`config.mk`:
```
export PLATFORM = sky130hd
export DESIGN_NAME = csa_5_2_array_pipe
export DESIGN_NICKNAME = d
export VERILOG_FILES = /design/src/rtl/csa_5_2_array_pipe.sv
export SDC_FILE = /design/constraint.sdc
export NUM_CORES = 1
export LEC_CHECK = 0
export ABC_AREA = 1
export BUFFER_PORTS_ARGS = -buffer_cell sky130_fd_sc_hd__buf_2
export CAP_MARGIN = 20
export CORE_MARGIN = 2
export CORE_UTILIZATION = 25
export DETAILED_ROUTE_END_ITERATION = 8
export PLACE_DENSITY_LB_ADDON = 0.25
export SYNTH_ARGS = -nofsm -noshare
export SYNTH_HDL_FRONTEND = slang
export SYNTH_SLANG_ARGS = --single-unit
```
`constraint.sdc`:
```
create_clock -name clk -period 4.5 [get_ports clk]
set_input_delay 0 -clock clk [delete_from_list [all_inputs] [get_ports clk]]
set_output_delay 0 -clock clk [all_outputs]
set_load 0.02 [all_outputs]
```
`src/rtl/csa_5_2_array_pipe.sv`:
```
// Row of W 5:2 carry-save compressor slices with optional carry-save accumulate
// feedback and a STAGES-deep valid/ready output pipeline. No carry-propagate add.
module csa_5_2_array_pipe #(
  parameter int W      = 16,
  parameter int STAGES = 2
) (
  input  logic         clk,
  input  logic         rst_n,
  input  logic         in_valid,
  output logic         in_ready,
  input  logic         acc_en,
  input  logic         acc_clr,
  input  logic [W-1:0] a,
  input  logic [W-1:0] b,
  input  logic [W-1:0] c,
  input  logic [W-1:0] d,
  input  logic [W-1:0] e,
  input  logic         cin1,
  input  logic         cin2,
  output logic         out_valid,
  input  logic         out_ready,
  output logic [W-1:0] sum_o,
  output logic [W-1:0] carry_o,
  output logic         cout1_o,
  output logic         cout2_o
);

  localparam int DW = 2*W + 2;

  logic [W-1:0] acc_s_q, acc_s_d;
  // acc_c[W-1] would be shifted out of the e operand, so it is never stored
  logic [W-2:0] acc_c_q, acc_c_d;

  logic [W-1:0] op_d, op_e;
  logic [W-1:0] fa1_s, fa2_s, row_sum, row_carry;
  logic [W:0]   c1, c2;
  logic         in_fire;

  logic [STAGES-1:0] v_q, v_d, ld;
  logic [DW-1:0]     stg_q [STAGES];
  logic [DW-1:0]     stg_d [STAGES];

  always_comb begin
    op_d = d;
    op_e = e;
    if (acc_en) begin
      op_d = acc_clr ? '0 : acc_s_q;
      op_e = acc_clr ? '0 : {acc_c_q, 1'b0};
    end
  end

  // cout1 of a slice depends only on a/b/c, so the row has no ripple path
  always_comb begin
    fa1_s     = a ^ b ^ c;
    c1        = {(a & b) | (a & c) | (b & c), cin1};
    fa2_s     = fa1_s ^ op_d ^ c1[W-1:0];
    c2        = {(fa1_s & op_d) | (fa1_s & c1[W-1:0]) | (op_d & c1[W-1:0]), cin2};
    row_sum   = fa2_s ^ op_e ^ c2[W-1:0];
    row_carry = (fa2_s & op_e) | (fa2_s & c2[W-1:0]) | (op_e & c2[W-1:0]);
  end

  always_comb begin
    ld = '0;
    ld[STAGES-1] = !v_q[STAGES-1] | out_ready;
    for (int i = STAGES-2; i >= 0; i--) begin
      ld[i] = !v_q[i] | ld[i+1];
    end
  end

  assign in_ready = ld[0];
  assign in_fire  = in_valid & ld[0];

  always_comb begin
    acc_s_d = acc_s_q;
    acc_c_d = acc_c_q;
    if (in_fire && acc_en) begin
      acc_s_d = row_sum;
      acc_c_d = row_carry[W-2:0];
    end
  end

  always_comb begin
    v_d = v_q;
    for (int i = 0; i < STAGES; i++) begin
      stg_d[i] = stg_q[i];
    end
    if (ld[0]) begin
      v_d[0]   = in_fire;
      stg_d[0] = {row_carry, row_sum, c1[W], c2[W]};
    end
    for (int i = 1; i < STAGES; i++) begin
      if (ld[i]) begin
        v_d[i]   = v_q[i-1];
        stg_d[i] = stg_q[i-1];
      end
    end
  end

  always_ff @(posedge clk or negedge rst_n) begin
    if (!rst_n) begin
      acc_s_q <= '0;
      acc_c_q <= '0;
      v_q     <= '0;
      for (int i = 0; i < STAGES; i++) begin
        stg_q[i] <= '0;
      end
    end else begin
      acc_s_q <= acc_s_d;
      acc_c_q <= acc_c_d;
      v_q     <= v_d;
      for (int i = 0; i < STAGES; i++) begin
        stg_q[i] <= stg_d[i];
      end
    end
  end

  assign out_valid = v_q[STAGES-1];
  assign {carry_o, sum_o, cout1_o, cout2_o} = stg_q[STAGES-1];

endmodule

```
**Word level (Yosys, flattened, before mapping)**

Cells that the tools add are included.

- Bits in registers: 101
- Input port bits: 88
- Logic and storage cells: 37

- Muxes and demuxes: 4
- Bitwise logic cells: 24
- Reductions and logical operators: 3

Operators by type and width:

| cell | number |
|---|---|
| AND 16 bit | 9 |
| bitwise OR 16 bit | 6 |
| bitwise XOR 16 bit | 6 |
| 2-to-1 mux 16 bit | 4 |
| logical NOT 1 bit | 2 |
| bitwise OR 1 bit | 2 |
| AND 1 bit | 1 |
| logical AND 1 bit | 1 |

**Logic depth before layout (Yosys ltp)**

- Depth after elaboration: 9
- Depth in mapped cells: 11
- Depth with buffers taken out: 9

**Worst setup path after synthesis**

No wires, ideal clock.

- Path kind: register -> register
- From: register acc_s_q[0]
- To: register stg_q[36] (netlist name)
- Library setup time: 0.131 ns
- Arrival: 1.639 ns
- Path slack: 2.730 ns
- Stages on the path, launching flop included: 9
- Period minus slack after synthesis: 1.770 ns
- Cell sequence: dfrtp_1 -> nand3_1 -> nand2_1 -> fa_1 -> inv_1 -> fa_1 -> inv_1 -> nand2_1 -> o21ai_0

- Longest elaborated chain between the ends: 6

Ends and longest elaborated chain:

| item | RTL line | RTL |
|---|---|---|
| start: declaration | 30 | `logic [W-1:0] acc_s_q, acc_s_d;` |
| start signal: assignment | 108 | `acc_s_q <= acc_s_d;` |
| 2-to-1 mux 16 bit | 47 | `op_d = acc_clr ? '0 : acc_s_q;` |
| 2-to-1 mux 16 bit | 46 | `if (acc_en) begin` |
| bitwise XOR 16 bit (2 in series) | 56 | `fa2_s = fa1_s ^ op_d ^ c1[W-1:0];` |
| bitwise XOR 16 bit (2 in series) | 58 | `row_sum = fa2_s ^ op_e ^ c2[W-1:0];` |
| end signal: indexed assignment | 112 | `stg_q[i] <= stg_d[i];` |
| end: declaration | 40 | `logic [DW-1:0] stg_q [STAGES];` |

Every way passes these cells.
A chain may end at the register's enable or synchronous reset.

**Worst setup path in the final report**

- From: input port acc_en
- To: register stg_q[50] (netlist name)

- Longest elaborated chain between the ends: 5
- Elaborated cells between the ends (all ways): 10

Ends and longest elaborated chain:

| item | RTL line | RTL |
|---|---|---|
| start: declaration | 11 | `input logic acc_en,` |
| 2-to-1 mux 16 bit | 46 |  |
| bitwise XOR 16 bit / AND 16 bit (equally long branches) | 56, 57 |  |
| bitwise XOR 16 bit / bitwise OR 16 bit (equally long branches) | 56, 57 |  |
| bitwise XOR 16 bit / bitwise OR 16 bit (equally long branches) | 58, 57 |  |
| bitwise XOR 16 bit (*) | 58 |  |
| net row_sum[14] | 35 | `logic [W-1:0] fa1_s, fa2_s, row_sum, row_carry;` |

The timed path passes the listed nets; every way through them passes the cells marked *.

==> metrics.txt <==
# TYPE chip_impl_metric gauge
chip_impl_info{name="run_status",value="complete, no violations"} 1
chip_impl_metric{name="groute.usage.overall",unit="%"} 12.5
chip_impl_metric{name="worst-endpoint-required",unit="ps"} 4760
chip_impl_metric{name="fillCellCount",unit=""} 2504
chip_impl_metric{name="cp_max_fo",unit=""} 32
chip_impl_metric{name="shortest_period_the_worst_path_allows",unit="ps"} 2080
chip_impl_metric{name="std_cell_rows",unit=""} 55
chip_impl_info{name="clock_tree_from_tritoncts",value="done"} 1
chip_impl_metric{name="drive_gt1_share",unit="%"} 21.5
chip_impl_metric{name="timing_max_transition_violations_final",unit=""} 0
chip_impl_metric{name="pre_cts_slack",unit="ps"} 2010
chip_impl_metric{name="total_power",unit="mW"} 3.41
chip_impl_metric{name="yosys_register_bits",unit=""} 101
chip_impl_metric{name="cts_setup_buffers",unit=""} 0
chip_impl_metric{name="fin_nets",unit=""} 869
chip_impl_metric{name="initialDrtViolationCount",unit=""} 228
chip_impl_info{name="yosys_most_used_dff",value="sky130_fd_sc_hd__dfrtp_1"} 1
chip_impl_metric{name="seq_area_frac_synth",unit="%"} 43.6
chip_impl_metric{name="syn-num-nets",unit=""} 794
chip_impl_metric{name="placedInstanceArea",unit="µm²"} 6380
chip_impl_metric{name="power.density_cell_area",unit="nW/µm²"} 505
chip_impl_metric{name="final_antenna_net_count",unit=""} 0
chip_impl_metric{name="vias_per_cell",unit=""} 4.06
chip_impl_metric{name="io_pins",unit=""} 124
chip_impl_metric{name="postCtsResizedCells",unit=""} 0
chip_impl_metric{name="final_hold_viol_count",unit=""} 0
chip_impl_metric{name="place_inst",unit=""} 1004
chip_impl_metric{name="ctsHtreeMaxLevel",unit=""} 3
chip_impl_metric{name="netlist_area",unit="µm²"} 5790
chip_impl_metric{name="worstSkewPairLatency",unit="ps"} 350
chip_impl_metric{name="crit_arrival",unit="ps"} 2340
chip_impl_metric{name="grt_antenna_before_repair",unit=""} 1
chip_impl_metric{name="detailed_routing_iteration_count_for_the_pre_antenna_repair_pass",unit=""} 4
chip_impl_metric{name="final_core_util",unit="%"} 29.8
chip_impl_metric{name="final.setup_skew",unit="ps"} 7.20
chip_impl_metric{name="finalCritPeriodShare",unit="%"} 46.2
chip_impl_metric{name="via_count_of_the_first_global_routing_pass",unit=""} 4115
chip_impl_info{name="synthTopCellsByCount",value="sky130_fd_sc_hd__nand2_1, sky130_fd_sc_hd__inv_1, sky130_fd_sc_hd__dfrtp_1"} 1
chip_impl_metric{name="gp_congestion",unit=""} 0.807
chip_impl_metric{name="synthCells",unit=""} 658
chip_impl_metric{name="cts-buffers-inserted",unit=""} 9
chip_impl_metric{name="starting_density_of_the_core",unit="%"} 25.5
chip_impl_metric{name="core_area",unit="µm²"} 22700
chip_impl_metric{name="detailroute.via_count",unit=""} 4158
chip_impl_metric{name="relSlewSlack",unit="%"} 27.6
chip_impl_metric{name="grt_overflow_total",unit=""} 0
chip_impl_metric{name="synth_enable_flop_cells",unit=""} 0
chip_impl_metric{name="width_of_the_chip",unit="µm"} 156
chip_impl_info{name="end_kind",value="register"} 1
chip_impl_info{name="min-delay-path-class",value="in -> reg"} 1
chip_impl_metric{name="async_flop_share",unit="%"} 100
chip_impl_metric{name="hold-worst-slack",unit="ps"} 19.2
chip_impl_metric{name="grt_pass1_wl",unit="µm"} 23100
chip_impl_info{name="clk_root_buffer_cell",value="sky130_fd_sc_hd__clkbuf_16"} 1
chip_impl_metric{name="synth_warnings",unit=""} 0
chip_impl_metric{name="setup_tns",unit="ps"} 0
chip_impl_metric{name="timing.final.setup_violations",unit=""} 0
chip_impl_info{name="critical_path_class",value="in -> reg"} 1
chip_impl_metric{name="transition_time_at_the_pin_with_the_least_slew_margin",unit="ps"} 1080
chip_impl_metric{name="floorplan.die_area",unit="µm²"} 24400
chip_impl_metric{name="hpwlAfterDp",unit="µm"} 10700
chip_impl_metric{name="cts.sinks",unit=""} 101
chip_impl_info{name="rsz0062_at_grt",value="no"} 1
chip_impl_metric{name="final_critical_path_setup_slack",unit="ps"} 2420
chip_impl_metric{name="clock.fmax",unit="MHz"} 481
chip_impl_metric{name="drc",unit=""} 0
chip_impl_info{name="yosys-top-cells-area",value="sky130_fd_sc_hd__dfrtp_1, sky130_fd_sc_hd__fa_1, sky130_fd_sc_hd__nand2_1"} 1
chip_impl_info{name="crit_path_start_kind",value="input pin"} 1
chip_impl_metric{name="io_buffers",unit=""} 123
chip_impl_metric{name="clock_tree.buffer_depth",unit=""} 2
chip_impl_metric{name="power.leakage",unit="nW"} 3.65
chip_impl_metric{name="synth_top_area_share",unit="%"} 43.6
chip_impl_metric{name="synthDistinctLibCells",unit=""} 19
chip_impl_metric{name="final-instance-count-excl-fill",unit=""} 1024
chip_impl_metric{name="die_h",unit="µm"} 156
chip_impl_metric{name="design_area",unit="µm²"} 6760
chip_impl_info{name="yosys.area.top_type",value="sky130_fd_sc_hd__dfrtp_1"} 1
chip_impl_metric{name="cts.reportedPaths.clkPinSlew",unit="ps"} 70
chip_impl_metric{name="power.ir.vdd_worst",unit="V"} 0.000199
chip_impl_metric{name="syn2layout_area_growth",unit="%"} 16.7
chip_impl_metric{name="maximum_number_of_pins_on_one_net_before_global_route_repair",unit=""} 70
chip_impl_metric{name="detail_route.wirelength",unit="µm"} 14700
chip_impl_info{name="post-synth-top-count-cell",value="sky130_fd_sc_hd__nand2_1"} 1
chip_impl_metric{name="wl_per_cell",unit="µm"} 14.3
chip_impl_metric{name="cap_violations",unit=""} 0
chip_impl_metric{name="syn-mean-instance-area",unit="µm²"} 8.81
what timing repair did:
item | 4_1_cts | 5_1_grt
hold endpoints to repair | 66 | 0
hold buffers | 2 | 0
setup endpoints to repair | 0 | 0
state kept, by name, summed over array words and instances (netlist names):
register	flops
acc_c_q	15
sum_o	16
cout2_o	1
v_q	2
stg_q	34
carry_o	16
cout1_o	1
acc_s_q	16
logic make-up (layout without fill, tap and decap cells):
kind of cell,Yosys count,after routing,share of synthesized area (%)
AO/OA/AOI/OAI,68,68,6.46
adder cells (fa/ha/maj),48,48,16.6
buffers and inverters,180,260,14.8
flip-flops,101,101,43.6
other,0,1,0
AND/OR/NAND/NOR,261,261,18.5
critical path: stages:
cell	delay [ps]
sky130_fd_sc_hd__buf_2	100
sky130_fd_sc_hd__inv_1	770
sky130_fd_sc_hd__nand2_1	130
sky130_fd_sc_hd__nand2_1	160
sky130_fd_sc_hd__fa_1	450
sky130_fd_sc_hd__fa_1	520
sky130_fd_sc_hd__nand2_1	80
sky130_fd_sc_hd__o21ai_1	110
area by class of cell:
| cell class | count | area (µm²) | share of cell area, % |
|---|---|---|---|
| Tap cell | 285 | 357 | 5.27 |
| Clock buffer | 10 | 239 | 3.54 |
| Multi-Input combinational cell | 377 | 2420 | 35.8 |
| Antenna cell | 1 | 2.50 | 0.0370 |
| Sequential cell | 101 | 2530 | 37.4 |
| Clock inverter | 6 | 91.3 | 1.35 |
| Timing Repair Buffer | 130 | 696 | 10.3 |
| Inverter | 114 | 429 | 6.35 |
power by group:
part           internal (mW)  switching [mW]
combinational          0.432           0.744
clock                  0.507           0.357
sequential              1.24           0.136
total                   2.18            1.24
routing by layer:
layer  vias up  global-route usage [%]  share of wire, %
met2       106                    18.6                45
met3         8                    2.91               4.7
met1      1951                    18.2                50
met4         0                    3.06              0.93
li1       2093                       -                 -
met5         -                       0                 0
placed cells by master, fill, tap and decap left out, types with 14 or more instances in the layout:
cell	Yosys	routed
sky130_fd_sc_hd__a21oi_1	25	25
sky130_fd_sc_hd__buf_2	22	122
sky130_fd_sc_hd__dfrtp_1	101	101
sky130_fd_sc_hd__fa_1	48	48
sky130_fd_sc_hd__inv_1	112	112
sky130_fd_sc_hd__nand2_1	162	161
sky130_fd_sc_hd__nand3_1	62	62
sky130_fd_sc_hd__nor2_1	34	34
sky130_fd_sc_hd__o21ai_0	14	14
sky130_fd_sc_hd__o21ai_1	20	20
final timing paths:
path / start / end / slack, ps / depth (start not counted)
min in group asynchronous: rst_n / acc_s_q[4] / 300 / 2
setup / recovery: acc_en / stg_q[50] / 2420 / 8
hold / removal: c[15] / stg_q[35] / 20 / 4
hold reg to reg: acc_c_q[4] / acc_c_q[4] / 470 / 2
max in group asynchronous: rst_n / acc_s_q[2] / 3160 / 3
setup reg to reg: acc_s_q[0] / stg_q[36] / 2620 / 8
No activity file was read; power rests on OpenSTA's default activity.
